[src/rtl/axi_rd_slave_if.sv]
// axi_rd_slave_if: AXI4 read address and read data channel bundle.
interface axi_rd_slave_if #(
  parameter int ADDR_W = 32,
  parameter int DATA_W = 64
);
  logic [ADDR_W-1:0] araddr;
  logic              arvalid;
  logic [1:0]        arburst;
  logic [7:0]        arlen;
  logic [2:0]        arsize;
  logic              arready;
  logic [DATA_W-1:0] rdata;
  logic [1:0]        rresp;
  logic              rvalid;
  logic              rlast;
  logic              rready;
  modport master (
    output araddr, arvalid, arburst, arlen, arsize, rready,
    input  arready, rdata, rresp, rvalid, rlast
  );
  modport slave (
    input  araddr, arvalid, arburst, arlen, arsize, rready,
    output arready, rdata, rresp, rvalid, rlast
  );
endinterface

[src/rtl/axi_rd_slave.sv]
// axi_rd_slave: AXI4 read responder serving single/burst reads from a 64-bit synchronous memory.
module axi_rd_slave #(
  parameter int                ADDR_W   = 32,
  parameter int                DATA_W   = 64,
  parameter logic [ADDR_W-1:0] MEM_BASE = 32'h8000_0000,
  parameter logic [ADDR_W-1:0] MEM_SIZE = 32'h0800_0000
) (
  input  logic              clk,
  input  logic              rst,
  axi_rd_slave_if.slave     bus,
  output logic              mem_ren,
  output logic [ADDR_W-1:0] mem_addr,
  input  logic [DATA_W-1:0] mem_rdata
);
  typedef enum logic [1:0] {IDLE, REQ, CAP, RESP} state_t;
  localparam logic [ADDR_W:0] MEM_END = {1'b0, MEM_BASE} + {1'b0, MEM_SIZE};
  state_t            state_q, state_d;
  logic [ADDR_W-1:0] addr_q, addr_d, mem_addr_q, mem_addr_d;
  logic [ADDR_W-1:0] step, wrap_mask, adv_addr, req_addr;
  logic [7:0]        len_q, len_d, cnt_q, cnt_d;
  logic [2:0]        size_q, size_d;
  logic [1:0]        burst_q, burst_d, rresp_q, rresp_d;
  logic [DATA_W-1:0] rdata_q, rdata_d;
  logic              berr_q, berr_d, aerr_q, aerr_d;
  logic              rvalid_q, rvalid_d, rlast_q, rlast_d, mem_ren_q, mem_ren_d;
  logic              accept, advance, go_req, ar_err, req_berr, req_out, r_hs;
  function automatic logic out_of_range(input logic [ADDR_W-1:0] a);
    return (a < MEM_BASE) || ({1'b0, a} >= MEM_END);
  endfunction
  always_comb begin
    accept    = (state_q == IDLE) && bus.arvalid;
    r_hs      = (state_q == RESP) && bus.rready;
    advance   = r_hs && !rlast_q;
    go_req    = accept || advance;
    ar_err    = (bus.arsize > 3'd3) || (bus.arburst == 2'b11) ||
                ((bus.arburst == 2'b10) && !(bus.arlen inside {8'd1, 8'd3, 8'd7, 8'd15}));
    step      = ADDR_W'(1) << size_q;
    wrap_mask = ((ADDR_W'(len_q) + ADDR_W'(1)) << size_q) - ADDR_W'(1);
    // WRAP keeps the upper bits and rolls the offset within the (len+1)*step window
    adv_addr  = (burst_q == 2'b00) ? addr_q :
                (burst_q == 2'b10) ? ((addr_q & ~wrap_mask) | ((addr_q + step) & wrap_mask)) :
                addr_q + step;
    req_addr  = accept ? bus.araddr : adv_addr;
    req_berr  = accept ? ar_err : berr_q;
    req_out   = out_of_range(req_addr);
    state_d    = go_req ? REQ :
                 (state_q == REQ) ? CAP :
                 (state_q == CAP) ? RESP :
                 (r_hs && rlast_q) ? IDLE : state_q;
    addr_d     = go_req ? req_addr : addr_q;
    len_d      = accept ? bus.arlen : len_q;
    size_d     = accept ? bus.arsize : size_q;
    burst_d    = accept ? bus.arburst : burst_q;
    berr_d     = req_berr;
    aerr_d     = go_req ? req_out : aerr_q;
    cnt_d      = accept ? 8'd0 : advance ? cnt_q + 8'd1 : cnt_q;
    mem_ren_d  = go_req && !req_berr && !req_out;
    mem_addr_d = go_req ? {req_addr[ADDR_W-1:3], 3'b000} : mem_addr_q;
    rdata_d    = (state_q == CAP) ? ((berr_q || aerr_q) ? '0 : mem_rdata) : rdata_q;
    rresp_d    = (state_q == CAP) ? (berr_q ? 2'b10 : aerr_q ? 2'b11 : 2'b00) : rresp_q;
    rvalid_d   = (state_q == CAP) ? 1'b1 : r_hs ? 1'b0 : rvalid_q;
    rlast_d    = (state_q == CAP) ? (cnt_q == len_q) : r_hs ? 1'b0 : rlast_q;
  end
  always_ff @(posedge clk or negedge rst) begin
    if (!rst) begin
      state_q    <= IDLE;
      addr_q     <= '0;
      len_q      <= '0;
      size_q     <= '0;
      burst_q    <= '0;
      berr_q     <= 1'b0;
      aerr_q     <= 1'b0;
      cnt_q      <= '0;
      mem_ren_q  <= 1'b0;
      mem_addr_q <= '0;
      rdata_q    <= '0;
      rresp_q    <= 2'b00;
      rvalid_q   <= 1'b0;
      rlast_q    <= 1'b0;
    end else begin
      state_q    <= state_d;
      addr_q     <= addr_d;
      len_q      <= len_d;
      size_q     <= size_d;
      burst_q    <= burst_d;
      berr_q     <= berr_d;
      aerr_q     <= aerr_d;
      cnt_q      <= cnt_d;
      mem_ren_q  <= mem_ren_d;
      mem_addr_q <= mem_addr_d;
      rdata_q    <= rdata_d;
      rresp_q    <= rresp_d;
      rvalid_q   <= rvalid_d;
      rlast_q    <= rlast_d;
    end
  end
  assign bus.arready = (state_q == IDLE);
  assign bus.rdata   = rdata_q;
  assign bus.rresp   = rresp_q;
  assign bus.rvalid  = rvalid_q;
  assign bus.rlast   = rlast_q;
  assign mem_ren     = mem_ren_q;
  assign mem_addr    = mem_addr_q;
endmodule

[src/flat_wrapper.sv]
// flat-port wrapper written by rule: the top's interface ports become plain ports
module axi_rd_slave_flat 
#(
  parameter int                ADDR_W   = 32,
  parameter int                DATA_W   = 64,
  parameter logic [ADDR_W-1:0] MEM_BASE = 32'h8000_0000,
  parameter logic [ADDR_W-1:0] MEM_SIZE = 32'h0800_0000
)
  (clk, rst, mem_ren, mem_addr, mem_rdata, bus_araddr, bus_arvalid, bus_arburst, bus_arlen, bus_arsize, bus_rready, bus_arready, bus_rdata, bus_rresp, bus_rvalid, bus_rlast);
  axi_rd_slave_if #(.ADDR_W(ADDR_W), .DATA_W(DATA_W)) bus_i ();
  input  logic clk;
  input  logic rst;
  output logic mem_ren;
  output logic [ADDR_W-1:0] mem_addr;
  input  logic [DATA_W-1:0] mem_rdata;
  input wire logic [$bits(bus_i.araddr)-1:0] bus_araddr;
  input wire logic [$bits(bus_i.arvalid)-1:0] bus_arvalid;
  input wire logic [$bits(bus_i.arburst)-1:0] bus_arburst;
  input wire logic [$bits(bus_i.arlen)-1:0] bus_arlen;
  input wire logic [$bits(bus_i.arsize)-1:0] bus_arsize;
  input wire logic [$bits(bus_i.rready)-1:0] bus_rready;
  output wire logic [$bits(bus_i.arready)-1:0] bus_arready;
  output wire logic [$bits(bus_i.rdata)-1:0] bus_rdata;
  output wire logic [$bits(bus_i.rresp)-1:0] bus_rresp;
  output wire logic [$bits(bus_i.rvalid)-1:0] bus_rvalid;
  output wire logic [$bits(bus_i.rlast)-1:0] bus_rlast;
  assign bus_i.araddr = bus_araddr;
  assign bus_i.arvalid = bus_arvalid;
  assign bus_i.arburst = bus_arburst;
  assign bus_i.arlen = bus_arlen;
  assign bus_i.arsize = bus_arsize;
  assign bus_i.rready = bus_rready;
  assign bus_arready = bus_i.arready;
  assign bus_rdata = bus_i.rdata;
  assign bus_rresp = bus_i.rresp;
  assign bus_rvalid = bus_i.rvalid;
  assign bus_rlast = bus_i.rlast;
  axi_rd_slave #(.ADDR_W(ADDR_W), .DATA_W(DATA_W), .MEM_BASE(MEM_BASE), .MEM_SIZE(MEM_SIZE)) u_core (.clk(clk), .rst(rst), .bus(bus_i), .mem_ren(mem_ren), .mem_addr(mem_addr), .mem_rdata(mem_rdata));
endmodule
[config.mk]
export PLATFORM = sky130hd
export DESIGN_NAME = axi_rd_slave_flat
export DESIGN_NICKNAME = d
export VERILOG_FILES = /design/src/rtl/axi_rd_slave_if.sv /design/src/rtl/axi_rd_slave.sv /design/src/flat_wrapper.sv
export SDC_FILE = /design/constraint.sdc
export NUM_CORES = 1
export LEC_CHECK = 0
export BUFFER_PORTS_ARGS = -buffer_cell sky130_fd_sc_hd__buf_2
export CAP_MARGIN = 20
export CORE_UTILIZATION = 44
export DETAILED_ROUTE_END_ITERATION = 10
export PLACE_DENSITY = 0.72
export SLEW_MARGIN = 20
export SYNTH_ARGS = -nofsm -noshare
export SYNTH_HDL_FRONTEND = slang
export SYNTH_SLANG_ARGS = --single-unit
[constraint.sdc]
create_clock -name clk -period 4 [get_ports clk]
set_clock_uncertainty 0.1 [all_clocks]
set_input_delay 0.4 -clock clk [delete_from_list [all_inputs] [get_ports clk]]
set_output_delay 0.4 -clock clk [all_outputs]
set_load 0.1 [all_outputs]
==> flow_summary.toml, run 1 <==
[outcome]
run_status = "finished clean"

[pwr]
combPwrFrac = 0.606
ir_drop_mv = 0.5646
p_clk_frac = 0.164
p_sw_mw = 5.328
power_density_nw_per_um2 = 989.9
p_leak_nw = 4.414
switching_share = 0.5652
p_int_mw = 4.098
p_seq_frac = 0.229

[global_route]
grt_max_degree = 72
grt_pass1_wl_mm = 34.63
grt_pass1_vias = 6817
grt.total_usage = 0.2477
grt-ovfl-total = 0
antenna_found_initial = 3

[layout]
fin_nets = 1250
drive_gt1_frac = 0.2754
fin_util = 0.5525
area_growth_pct = 23.41

[synth]
ys_warn_count = 0
synth_area_um2 = 7716
synth_edf_count = 0
yosysTopAreaCellShare = 0.4086
ys_types = 73
synthCells = 935
syn_avg_cell_area_um2 = 8.253
yosys-top-cells-area = "dfrtp_1 41%, nand2_1 7.8%, o21ai_0 7.1%"
synth_seq_area_share = 0.4086
ys_ff_latch = 126
yosysMostFrequentCell = "nand2_1"
synth.top_cells.by_count = "160 x nand2_1, 126 x dfrtp_1, 109 x o21ai_0, 76 x inv_1, 57 x nor2_1"
synthArstFlopShare = 1.000
synthFlopType = "dfrtp_1"
synth_top_area_cell = "dfrtp_1"

[routing]
first_pass_iters = 5
drcViolationCount = 0
routedWlPerCell_um = 16.31
viasPerCell = 5.279
drtIter0Drc = 361
drtAntennaViolNets = 0
wl_mm = 22.19
vias = 7185

[worst_setup_path]
crit_path_start_kind = "flip-flop"
timing.rr.end = "u_core.aerr_q"
endpoint_kind = "flip-flop"
critPathBufInv = 0
arrival_ns = 4.02
crit_path_cell_trace = "nor3_2 > ha_1 > fa_1 > a21o_1 > a21oi_1 > o21bai_1 > a21oi_1 > a211oi_2 > or3b_2 > o21a_1 > o311a_1 > a31o_1 > o32a_1"
r2r_start = "u_core.size_q[0]"
cpMostUsedCell = "a21oi_1"
cp_max_fo = 11
reg2reg_slack_ns = 0.18
cp.required_ns = 4.21
crit_type = "reg2reg"
crit_slowest_cell = "dfrtp_2"
cp_top_family = "compound AO/OA/AOI/OAI gates"
critPathMaxStageDelay_ns = 0.50
rr_worst_depth = 13

[die]
die-area_um2 = 18070
die_h_um = 134.4
rows = 48
ios = 215
die_x_um = 134.4
coreArea_um2 = 17240
initial_core_util = 0.4477

[clocking]
cts_buffer_depth = 2
cts_buffers = 17
ctsRootBufferMaster = "clkbuf_16"
clkTransAtPathRegs_ns = 0.06
cts_tree = "done"
h-tree-depth = 4
clk_latency_ns = 0.42
clock-sinks = 126

[placement]
gp_congestion = 0.9446
hpwl_mm = 16.53
io_buffers = 211

[timing]
min_period_ns = 3.816
rsz0062_at_grt = "false"
setup_viol = 0
hold_viol = 0
tightest_slew_ns = 0.8221
timing.setup.tns_ns = 0
fmax_ghz = 0.2621
drv_slew = 0
fin_crit_sh = 0.9539
slew_headroom = 0.4519

[min_path]
hold_end = "u_core.addr_q[3]"
holdCritPathClass = "in2reg"
min_path_cells = 3
hp-start = "bus_araddr[3]"

[flow_run]
cap_violations = 0
==> sequential cells by signal, summed over array words and instances, names as in the netlist, 2 cells and up <==
name              count
u_core.cnt_q          8
u_core.burst_q        2
u_core.len_q          8
u_core.addr_q        32
u_core.size_q         3
u_core.bus.rdata     64
u_core.bus.rresp      2
u_core.state_q        2
==> tightest hold or removal path: cells and delay by family <==
family	cells	cell delay, ns
compound gates	1	0.05
simple gates	1	0.03
buf+inv	1	0.08
==> cells by family after synthesis <==
family                   Yosys count  share of synthesized area
multiplexers                      10                    0.01330
AO/OA/AOI/OAI                    229                     0.1810
adder cells (fa/ha/maj)           17                    0.02854
flip-flops                       126                     0.4086
XOR/XNOR                          57                    0.06567
buffers and inverters            164                     0.1000
other                              1                  0.0004860
AND/OR/NAND/NOR                  331                     0.2024
==> final cells by class <==
type	instances	area, µm²
clock buffers	18	429.2
repair buffers	249	1359
fillers	1610	7714
inverters	79	296.5
well taps	225	281.5
flip-flops and latches	126	3157
clock inverters	14	156.4
diodes	3	7.507
multi-input cells	647	3836
==> metal layers <==
layer / part of all wire / wire length, µm / global-route usage / vias to the layer above
met1: 0.41 / 9159 / 0.2928 / 3390
met2: 0.50 / 11200 / 0.4401 / 242
met5: 0 / 0 / 0 / -
met3: 0.058 / 1295 / 0.04800 / 36
met4: 0.024 / 541 / 0.09925 / 0
li1: - / - / - / 3517
==> layout by cell type (no fill, tap or decap), types with 22 or more instances in the layout <==
cell type  count
xnor2_1       34
a21oi_1       33
dfrtp_1      123
nand2_1      160
buf_4         37
o21ai_0      109
nor2_1        57
buf_2        210
inv_1         76
xor2_1        22
==> per-stage QoR <==
stage               power, mW  setup WS (ns)  cell area [µm²]  hold slack [ns]  cells
finish                  9.426         0.1844             9523          0.07974   1361
detailed placement      7.828         0.1708             8875           0.3721   1322
CTS                     9.414         0.1458             9470          0.06696   1355
global placement        7.811         0.2251             8875           0.3559   1322
floorplan               6.780        0.01075             7735         0.004409    937
global route            9.963       0.005646             9523          0.08128   1361
==> what timing repair did <==
action,in CTS,in global routing
setup endpoints to repair,0,4
setup buffers,0,3
resized for setup,0,6
hold buffers,1,0
hold endpoints to repair,8,0
==> worst max-delay path by stage <==
stage / from / end / depth (start not counted)
6_report: u_core.size_q[0] / u_core.aerr_q / 13
5_1_grt: u_core.size_q[1] / u_core.aerr_q / 13
4_1_cts: u_core.size_q[0] / u_core.aerr_q / 13
3_5_place_dp: u_core.size_q[0] / u_core.aerr_q / 13
3_3_place_gp: u_core.size_q[0] / u_core.aerr_q / 13
2_1_floorplan: u_core.size_q[1] / u_core.aerr_q / 17
==> power groups by stage <==
stage / Combinational, mW / Sequential [mW] / Clock (mW)
after floorplan: 3.60 / 3.18 / 0
after global placement: 5.65 / 2.16 / 0
after detailed placement: 5.65 / 2.18 / 0
final: 5.71 / 2.16 / 1.55
after CTS: 5.68 / 2.16 / 1.57
after global routing: 6.11 / 2.22 / 1.63
(Power assumes the default switching activity.)
==> inputs of run 2 (changes only) <==
--- a/config.mk
+++ b/config.mk
@@ -7,9 +7,11 @@
 export LEC_CHECK = 0
 export BUFFER_PORTS_ARGS = -buffer_cell sky130_fd_sc_hd__buf_2
 export CAP_MARGIN = 20
-export CORE_UTILIZATION = 44
+export CORE_MARGIN = 8
+export CORE_UTILIZATION = 48
 export DETAILED_ROUTE_END_ITERATION = 10
-export PLACE_DENSITY = 0.72
+export PLACE_DENSITY = 0.77
+export RECOVER_POWER = 100
 export SLEW_MARGIN = 20
 export SYNTH_ARGS = -nofsm -noshare
 export SYNTH_HDL_FRONTEND = slang
==> flow_summary.toml, run 2 (synthesis gave the netlist of run 1 again) <==
[outcome]
run_status = "complete, but fails checks"
failed_checks = "max-capacitance violations, max-slew violations"

[clocking]
clk_latency_ns = 0.42
clock-sinks = 126
cts_buffers = 17
ctsRootBufferMaster = "clkbuf_16"
h-tree-depth = 4
cts_buffer_depth = 2
cts_tree = "done"
clkTransAtPathRegs_ns = 0.06

[die]
ios = 215
coreArea_um2 = 15830
die-area_um2 = 20390
initial_core_util = 0.4875
rows = 46
die_h_um = 142.8
die_x_um = 142.8

[timing]
fin_crit_sh = 0.9456
fmax_ghz = 0.2644
slew_headroom = -0.7031
drv_slew = 150
hold_viol = 0
min_period_ns = 3.783
setup_ws_ns = 0.2174
tightest_slew_ns = 2.555
rsz0062_at_grt = "false"
timing.setup.tns_ns = 0
setup_viol = 0

[layout]
fin_nets = 1247
fill_cells = 1473
drive_gt1_frac = 0.1779
area_growth_pct = 20.59
final_common_cell = "nand2_1"
largest_register_ffs = 64
multi_input_area_um2 = 3811
layout_common_cells = "160 x nand2_1, 124 x dfrtp_1, 115 x o21ai_0, 111 x buf_2, 103 x clkbuf_1"
regArea_um2 = 3156

[global_route]
grt-ovfl-total = 0
grt_pass1_vias = 7042
grt.total_usage = 0.2293
grt_max_degree = 87
antenna_found_initial = 5
grt_pass1_wl_mm = 36.80

[routing]
drtAntennaViolNets = 0
wl_mm = 23.54
drcViolationCount = 0
first_pass_iters = 5
routedWlPerCell_um = 17.46
drtIter0Drc = 397
vias = 7177
viasPerCell = 5.324

[worst_setup_path]
cp.required_ns = 4.20
cp_max_fo = 11
arrival_ns = 3.98
r2r_start = "u_core.size_q[0]"
crit_start = "u_core.size_q[0]"
crit_type = "reg2reg"
endpoint_kind = "flip-flop"
crit_path_start_kind = "flip-flop"

[pwr]
power_density_nw_per_um2 = 994.2
ir_drop_mv = 0.4479
p_leak_nw = 3.984

[min_path]
hp-start = "bus_araddr[2]"
holdCritPathClass = "in2reg"

[placement]
gp_congestion = 0.9572
hpwl_mm = 17.94
post-place-ws_ns = 0.1513
io_buffers = 211

[flow_run]
cap_violations = 3
-- run 2: cell count changes in the layout (fill, tap and decap cells not counted), moves of 2 or more --
cell / change
clkbuf_1: +102
buf_2: -99
buf_4: -10
o21ai_0: +6
o21ai_1: -6
and2_0: +2
clkbuf_2: +2
-- run 2: critical path, stage by stage, from the launching register on --
cell	delay (ns)
dfrtp_1	0.52
nor3_2	0.26
ha_1	0.23
fa_1	0.22
a21o_1	0.14
a21oi_1	0.09
o21bai_1	0.14
a21oi_1	0.12
a211oi_2	0.26
or3b_2	0.48
o21a_1	0.25
o311a_1	0.36
a31o_1	0.20
o32a_1	0.29
-- run 2: worst paths after layout --
kind | endpoint | slack [ns] | depth (start not counted)
max in group asynchronous | u_core.len_q[3] | 1.02 | 2
worst max register to register | u_core.aerr_q | 0.22 | 13
min in group asynchronous | u_core.addr_q[3] | 1.17 | 2
worst min register to register | u_core.bus.rvalid | 0.39 | 1
worst min-delay path | u_core.addr_q[2] | 0.08 | 3
worst max-delay path | u_core.aerr_q | 0.22 | 13
-- run 2: repair_timing --
action	4_1_cts	5_1_grt
hold buffers	1	0
setup buffers	0	0
endpoints found under the setup margin	0	2
resized for setup	0	5
endpoints found under the hold margin	40	0
-- run 2: layout make-up --
| type | count | area share |
|---|---|---|
| clock inverter | 15 | 0.01466 |
| timing repair buffer | 246 | 0.1295 |
| sequential | 126 | 0.3391 |
| antenna | 2 | 0.0005379 |
| multi-input combinational | 647 | 0.4096 |
| clock buffer | 17 | 0.04572 |
| inverter | 79 | 0.03187 |
| tap | 216 | 0.02904 |
-- run 2: per-layer routing --
metal / GRT usage / routed length (µm)
met1: 0.2711 / 9813
met3: 0.05943 / 1706
met2: 0.3920 / 11510
met5: 0 / 47
met4: 0.08725 / 461
-- run 2: power by group --
| part | leakage [nW] | switching (mW) | internal [mW] | total [mW] |
|---|---|---|---|---|
| logic | 2.07 | 4.25 | 1.37 | 5.62 |
| clock network | 0.267 | 0.611 | 0.861 | 1.47 |
| registers | 1.64 | 0.467 | 1.69 | 2.16 |
-- run 2: metrics by stage --
step	utilization	hold slack (ns)	cell area (µm²)	cells	power, mW
3_3_place_gp	0.5608	0.3227	8876	1313	7.821
2_1_floorplan	-	0.004409	7735	937	6.780
5_1_grt	0.5879	0.08601	9305	1348	9.787
6_report	0.5879	0.08165	9305	1348	9.252
4_1_cts	0.5969	0.07241	9448	1346	9.359
3_5_place_dp	0.5608	0.3254	8876	1313	7.856
==> inputs of run 3 (changes only) <==
--- a/config.mk
+++ b/config.mk
@@ -5,12 +5,14 @@
 export SDC_FILE = /design/constraint.sdc
 export NUM_CORES = 1
 export LEC_CHECK = 0
-export BUFFER_PORTS_ARGS = -buffer_cell sky130_fd_sc_hd__buf_2
+export BUFFER_PORTS_ARGS = -buffer_cell sky130_fd_sc_hd__clkbuf_2
 export CAP_MARGIN = 20
+export CELL_PAD_IN_SITES_DETAIL_PLACEMENT = 0
+export CELL_PAD_IN_SITES_GLOBAL_PLACEMENT = 1
 export CORE_MARGIN = 8
-export CORE_UTILIZATION = 48
+export CORE_UTILIZATION = 35
 export DETAILED_ROUTE_END_ITERATION = 10
-export PLACE_DENSITY = 0.77
+export PLACE_DENSITY_LB_ADDON = 0.1
 export RECOVER_POWER = 100
 export SLEW_MARGIN = 20
 export SYNTH_ARGS = -nofsm -noshare
==> flow_summary.toml, run 3 (synthesis gave the netlist of run 1 again) <==
[timing]
slew_headroom = -0.5555
setup_ws_ns = 0.2512
drv_slew = 172
rsz0062_at_grt = "false"
tightest_slew_ns = 2.333
hold_viol = 0
fin_crit_sh = 0.9372
fmax_ghz = 0.2668
timing.setup.tns_ns = 0
min_period_ns = 3.749
worst_hold_slack_ns = 0.08472
setup_viol = 0

[worst_setup_path]
cp_max_fo = 8
rr_worst_depth = 12
timing.rr.end = "u_core.aerr_q"
arrival_ns = 3.94
endpoint_kind = "flip-flop"
cp.required_ns = 4.19
reg2reg_slack_ns = 0.25
r2r_start = "u_core.len_q[0]"
crit_path_start_kind = "flip-flop"
crit_type = "reg2reg"

[die]
ios = 215
rows = 54
die_h_um = 164.5
die_x_um = 164.5
coreArea_um2 = 21760
die-area_um2 = 27050
initial_core_util = 0.3547

[routing]
vias = 7034
wl_mm = 24.93
routedWlPerCell_um = 17.63
drtIter0Drc = 425
drtAntennaViolNets = 0
drcViolationCount = 0
viasPerCell = 4.975
first_pass_iters = 5

[global_route]
grt-ovfl-total = 0
grt_pass1_wl_mm = 38.90
grt_pass1_vias = 6980
grt_max_degree = 93
antenna_found_initial = 0
grt.total_usage = 0.1812

[outcome]
failed_checks = "max-capacitance violations, max-slew violations"
run_status = "complete, but fails checks"

[clocking]
clk_latency_ns = 0.42
ctsHoldBuffers = 0
clock-sinks = 126
h-tree-depth = 4
cts_tree = "done"
cts_buffers = 17
ctsRootBufferMaster = "clkbuf_16"
cts_resized = 0
cts_setup_buffers = 0
cts_buffer_depth = 2
clkTransAtPathRegs_ns = 0.06

[layout]
fin_nets = 1251
area_growth_pct = 22.12
final_common_cell = "nand2_1"
instances_no_fill = 1414
diodes = 0
layout_common_cells = "160 x nand2_1, 123 x dfrtp_1, 115 x o21ai_0, 114 x clkbuf_2, 106 x clkbuf_1"
drive_gt1_frac = 0.1790
final_area_um2 = 9423
largest_register_ffs = 64

[pwr]
power_density_nw_per_um2 = 999.3
p_leak_nw = 4.041
ir_drop_mv = 0.3510

[placement]
post-place-ws_ns = 0.1597
gp_congestion = 0.8895
detailed_place.area_um2 = 8985
dp.cells = 1382
hpwl_mm = 18.98
io_buffers = 211

[min_path]
holdCritPathClass = "in2reg"
min_path_cells = 3
hold_end = "u_core.addr_q[2]"
hp-start = "bus_araddr[2]"

[flow_run]
cap_violations = 3
[run 3: changes by cell type in the layout (fill, tap and decap cells not counted), sizes merged]
cell and delta:
dlygate4sd3 -1, buf -109, bufinv +1, diode -2, clkinvlp -2, clkbuf +115
[run 3: per-stage QoR]
stage	total power, mW	utilization
6_report	9.416	0.4331
5_1_grt	9.986	0.4331
4_1_cts	9.567	0.4401
3_5_place_dp	7.977	0.4130
3_3_place_gp	7.991	0.4130
2_1_floorplan	6.780	-
[run 3: layer usage]
metal | vias to the layer above | wire (µm) | track usage
met4 | 0 | 383 | 0.04955
met3 | 20 | 1604 | 0.03664
li1 | 3521 | - | -
met5 | - | 0 | 0
met2 | 198 | 11700 | 0.2997
met1 | 3295 | 11240 | 0.2368
[run 3: how the worst max path moves through the flow]
| stage | cells after the start | start | endpoint | slack, ns |
|---|---|---|---|---|
| after floorplan | 17 | u_core.size_q[1] | u_core.aerr_q | 0.01 |
| after global placement | 13 | u_core.size_q[1] | u_core.aerr_q | 0.21 |
| after detailed placement | 13 | u_core.size_q[1] | u_core.aerr_q | 0.16 |
| after CTS | 13 | u_core.size_q[1] | u_core.aerr_q | 0.13 |
| after global routing | 13 | u_core.size_q[1] | u_core.aerr_q | 0.01 |
| final | 12 | u_core.len_q[0] | u_core.aerr_q | 0.25 |
[run 3: final cells by class]
cell class	count	area, µm²
well taps	280	350.3
flip-flops and latches	126	3157
clock inverters	14	160.2
inverters	79	296.5
repair buffers	250	1210
clock buffers	18	429.2
multi-input cells	647	3820
fillers	2314	12330
[run 3: worst max-delay path, cell delays in order, from the launching register on]
cell and delay, ns:
dfrtp_1 0.37, ha_1 0.21, buf_4 0.17, xor2_1 0.16, a211o_1 0.32, o21ai_0 0.21
and4_1 0.21, o21ai_0 0.24, or3b_2 0.57, o21a_1 0.22, o311a_1 0.36, a31o_1 0.21
o32a_1 0.28
[run 3: where the power goes]
group	switching, mW	internal [mW]	total, mW	leakage [nW]
Clock	0.624	0.932	1.56	0.285
Combinational	4.28	1.40	5.68	2.11
Sequential	0.484	1.69	2.18	1.64
Total	5.39	4.03	9.42	4.04
